--- src/rtl/dot_result_fifo.sv ---
// rtl/dot_result_fifo.sv - circular result FIFO behind the dot-product stage, valid/ready drain.
// Optional DOT_RESULT_SKIP_FIRST_EN drops the first run after reset (stale producer output).
module dot_result_fifo #(
  parameter int DATA_W = 18,
  parameter int DEPTH  = 4
) (
  input  logic                       i_clk,
  input  logic                       i_reset,
  input  logic [DATA_W-1:0]          i_din,
  input  logic                       i_run,
  output logic [DATA_W-1:0]          o_dout,
  output logic                       o_valid,
  input  logic                       i_ready,
  output logic [$clog2(DEPTH):0]     o_count,
  output logic                       o_full,
  output logic                       o_overflow
);

  localparam int AW = $clog2(DEPTH);
  localparam logic [AW-1:0] PTR_ONE  = 1;
  localparam logic [AW:0]   CNT_ONE  = 1;
  localparam logic [AW:0]   CNT_FULL = (AW+1)'(DEPTH);

  logic [DATA_W-1:0] r_mem [DEPTH];
  logic [AW-1:0]     r_wr_ptr;
  logic [AW-1:0]     r_rd_ptr;
  logic [AW:0]       r_count;
  logic              r_overflow;

  logic w_push_req;
  logic w_pop;
  logic w_push;
  logic w_drop;

`ifdef DOT_RESULT_SKIP_FIRST_EN
  logic r_skip;

  always_ff @(posedge i_clk) begin
    if (i_reset) begin
      r_skip <= 1'b1;
    end else if (i_run) begin
      r_skip <= 1'b0;
    end
  end

  assign w_push_req = i_run & ~r_skip;
`else
  assign w_push_req = i_run;
`endif

  assign o_valid    = (r_count != '0);
  assign o_full     = (r_count == CNT_FULL);
  assign o_count    = r_count;
  assign o_overflow = r_overflow;
  assign o_dout     = r_mem[r_rd_ptr];

  // A pop on the same edge frees the head slot, so a full FIFO can still accept.
  assign w_pop  = o_valid & i_ready;
  assign w_push = w_push_req & (~o_full | w_pop);
  assign w_drop = w_push_req & o_full & ~w_pop;

  always_ff @(posedge i_clk) begin
    if (i_reset) begin
      for (int i = 0; i < DEPTH; i++) begin
        r_mem[i] <= '0;
      end
      r_wr_ptr   <= '0;
      r_rd_ptr   <= '0;
      r_count    <= '0;
      r_overflow <= 1'b0;
    end else begin
      if (w_push) begin
        r_mem[r_wr_ptr] <= i_din;
        r_wr_ptr        <= r_wr_ptr + PTR_ONE;
      end
      if (w_pop) begin
        r_rd_ptr <= r_rd_ptr + PTR_ONE;
      end
      if (w_push && !w_pop) begin
        r_count <= r_count + CNT_ONE;
      end else if (w_pop && !w_push) begin
        r_count <= r_count - CNT_ONE;
      end
      if (w_drop) begin
        r_overflow <= 1'b1;
      end
    end
  end

endmodule
--- config.mk ---
export PLATFORM = sky130hd
export DESIGN_NAME = dot_result_fifo
export DESIGN_NICKNAME = d
export VERILOG_FILES = /design/src/rtl/dot_result_fifo.sv
export SDC_FILE = /design/constraint.sdc
export NUM_CORES = 1
export LEC_CHECK = 0
export ABC_AREA = 1
export CAP_MARGIN = 0
export CORE_MARGIN = 1
export CORE_UTILIZATION = 49
export DETAILED_ROUTE_END_ITERATION = 16
export DONT_BUFFER_PORTS = 1
export GPL_TIMING_DRIVEN = 1
export PLACE_DENSITY = 0.69
export SETUP_SLACK_MARGIN = 0.2
export SLEW_MARGIN = 30
export SYNTH_ARGS = -nofsm -noshare
export SYNTH_HDL_FRONTEND = slang
export SYNTH_SLANG_ARGS = --single-unit
--- constraint.sdc ---
create_clock -name i_clk -period 4.9 [get_ports i_clk]
set_input_delay 0.98 -clock i_clk [delete_from_list [all_inputs] [get_ports i_clk]]
set_output_delay 0.98 -clock i_clk [all_outputs]
set_load 0.03 [all_outputs]
==> flow_metrics.py <==
metrics = {
    "die": {
        "rows": 31,
        "core_um2": 7290,
        "io_pins": 46,
        "dieArea_um2": 7960,
        "start_util_pct": 51.1,
        "chipWidth_um": 89.2,
        "die_h_um": 89.2,
    },
    "power": {
        "power_w": 0.00194,
        "power_frac_clock_pct": 24.0,
        "powerDensity_nw_per_um2": 486,
        "internal_power_w": 0.00119,
        "p_switching_w": 0.000742,
        "p_leak_nw": 1.65,
        "combPwrFrac_pct": 28.9,
        "p_seq_share_pct": 47.1,
        "ir_drop_uv": 294,
        "swShare_pct": 38.3,
    },
    "synth": {
        "syn_area_per_cell_um2": 10.6,
        "synth_top_family_by_area": "simple AND/OR/NAND/NOR gates",
        "synth_fp_nets": 377,
        "synthTopCellsByCount": "edfxtp_1 (72), nor2_1 (57), inv_1 (47), o21ai_0 (44), nand2_1 (20)",
        "async_reset_ff_share_pct": 0,
        "yosys_warnings": 0,
        "synthCells": 353,
        "muxShareOfSynthArea_pct": 0,
        "synth-seq-area-share_pct": 63.3,
        "ys.flop_type": "edfxtp_1",
        "syn_area_um2": 3730,
        "synth_compound_area_share_pct": 9.73,
        "yosys.area_share.xor_xnor_pct": 0.470,
        "synth_cell_types": 26,
        "synth_area_leader_cell": "edfxtp_1",
        "synthAdderAreaFrac_pct": 0.872,
        "ys_ff_latch": 82,
        "synth_most_common_cell": "edfxtp_1",
        "synth-edff-count": 72,
        "synth_simple_gate_area_share_pct": 17.9,
        "synthTopCellsByArea": "edfxtp_1 (58%), o21ai_0 (5.9%), nor2_1 (5.7%)",
        "netlist.area_leader.share_pct": 58.0,
    },
    "sta": {
        "period_share_pct": 66.4,
        "fmaxAchievable_ghz": 0.307,
        "tightestPinTransition_ps": 963,
        "holdWs_ps": 509,
        "slew_headroom_pct": 35.3,
        "final_max_slew_viol_count": 0,
        "fin_crit_ps": 3250,
        "setup_violations": 0,
        "fin_setup_tns_ps": 0,
        "timing_hold_violations_final": 0,
        "fin_skew_ps": 10.2,
        "rsz0062_at_grt": "no",
    },
    "clock_tree": {
        "postCtsSetupRepairBufs": 0,
        "tritoncts_num_sinks": 82,
        "hold_buffers": 0,
        "clk_pin_slew_worst_paths_ps": 70,
        "cts_tree": "done",
        "cts-root-buf": "clkbuf_8",
        "htree_levels": 3,
        "insertion_delay_ps": 360,
        "clock_path_buffers": 2,
        "cts_made_buffers": 9,
        "ctsResizeCount": 0,
    },
    "critical_path": {
        "critPathLaunchType": "flip-flop",
        "crit_fanout": 19,
        "cp-end-kind": "output pin",
        "arrival_ps": 2270,
        "cp.required_ps": 3920,
        "path_class": "reg2out",
    },
    "routing": {
        "drt.antenna.violating_nets": 0,
        "vias": 2429,
        "drt-total-wl_um": 7510,
        "drt_first_pass_iters": 5,
        "drtIter0Drc": 151,
        "drc": 0,
        "avgViaCountPerCell": 5.34,
        "wl_per_cell_um": 16.5,
    },
    "layout": {
        "drive_gt1_share_pct": 14.6,
        "antennaDiodeCount": 0,
        "nets": 375,
        "area_growth_pct": 6.81,
    },
    "global_routing": {
        "grt_antenna_before_repair": 0,
        "grt_max_degree": 38,
        "grt-ovfl-total": 0,
        "grt_pass1_vias": 2330,
        "grt_first_pass_wirelength_um": 12000,
        "grt_use_total_pct": 21.2,
    },
    "placed_design": {
        "port_buffers": 0,
        "dp_hpwl_um": 4470,
        "place_congestion": 0.684,
    },
    "job": {
        "max-cap-violations": 0,
    },
    "min_path": {
        "worstHoldPathType": "reg2reg",
    },
    "status": {
        "status": "finished, final reports clean",
    },
}
==> power groups by stage <==
stage / Sequential, W / Clock (W) / Combinational [W]
floorplan: 0.000906 / 0 / 0.000489
global placement: 0.000925 / 0 / 0.000552
detailed placement: 0.000928 / 0 / 0.000564
CTS: 0.000913 / 0.000471 / 0.000566
global route: 0.000923 / 0.000492 / 0.000618
finish: 0.000912 / 0.000465 / 0.000559
==> worst paths after layout <==
| kind | from | to | slack (ps) | depth (start not counted) |
|---|---|---|---|---|
| max | flip-flop | o_dout[14] | 1650 | 3 |
| min | r_rd_ptr[1] | r_rd_ptr[1] | 510 | 2 |
| max reg2reg | r_wr_ptr[1] | r_mem[2][5] | 2540 | 3 |
| min reg2reg | r_rd_ptr[1] | r_rd_ptr[1] | 510 | 2 |
==> final cells by class <==
type | count | area (µm²)
inverter | 49 | 184
sequential | 82 | 2360
fill | 656 | 3310
tap | 99 | 124
timing repair buffer | 6 | 51.3
clock buffer | 12 | 135
multi-input combinational | 203 | 1080
clock inverter | 4 | 42.5
==> worst max-delay path, stage by stage (launching register included) <==
cell,delay [ps]
dfxtp_1,530
inv_1,560
o21ai_0,200
o22ai_1,630
==> routing by layer <==
metal	track usage [%]	up-vias	part of all wire, %	wire, µm
li1	-	1182	-	-
met1	26.2	1159	40	3020
met2	35.0	73	51	3810
met3	4.80	15	6.8	513
met4	10.8	0	2.3	172
met5	0	-	0	0
==> metrics by stage <==
step / utilization (%) / std cells / setup slack, ps / cell area (µm²)
finish: 54.6 / 455 / 1650 / 3980
global route: 54.6 / 455 / 1470 / 3980
CTS: 54.4 / 454 / 1270 / 3970
detailed placement: 51.9 / 438 / 1660 / 3790
global placement: 51.9 / 438 / 1740 / 3790
floorplan: - / 353 / 1790 / 3730
==> cells in the final DEF, fill, tap and decap left out, types with 3 or more instances in the layout <==
cell,Yosys,final
nor2_1,57,57
edfxtp_1,72,72
a21oi_1,5,5
clkbuf_1,9,3
nand2_4,10,10
o21ai_1,1,5
o22ai_1,18,18
nand3_1,3,3
clkbuf_8,0,10
nand2_1,20,18
nor2_2,19,19
dfxtp_1,10,10
buf_4,2,5
nor3_1,19,19
inv_1,47,47
o21ai_0,44,40
==> sequential cells by signal, summed over array words and instances (netlist names), named ones only <==
signal	count
o_count	3
o_overflow	1
r_mem	72
r_rd_ptr	2
r_wr_ptr	2
==> cell families (layout without fill, tap and decap cells) <==
group / count (synthesis) / after routing
flip-flops: 82 / 82
buffers and inverters: 68 / 71
AND/OR/NAND/NOR: 131 / 131
AO/OA/AOI/OAI: 68 / 68
adder cells (fa/ha/maj): 2 / 2
XOR/XNOR: 2 / 2
(Power assumes the default switching activity.)
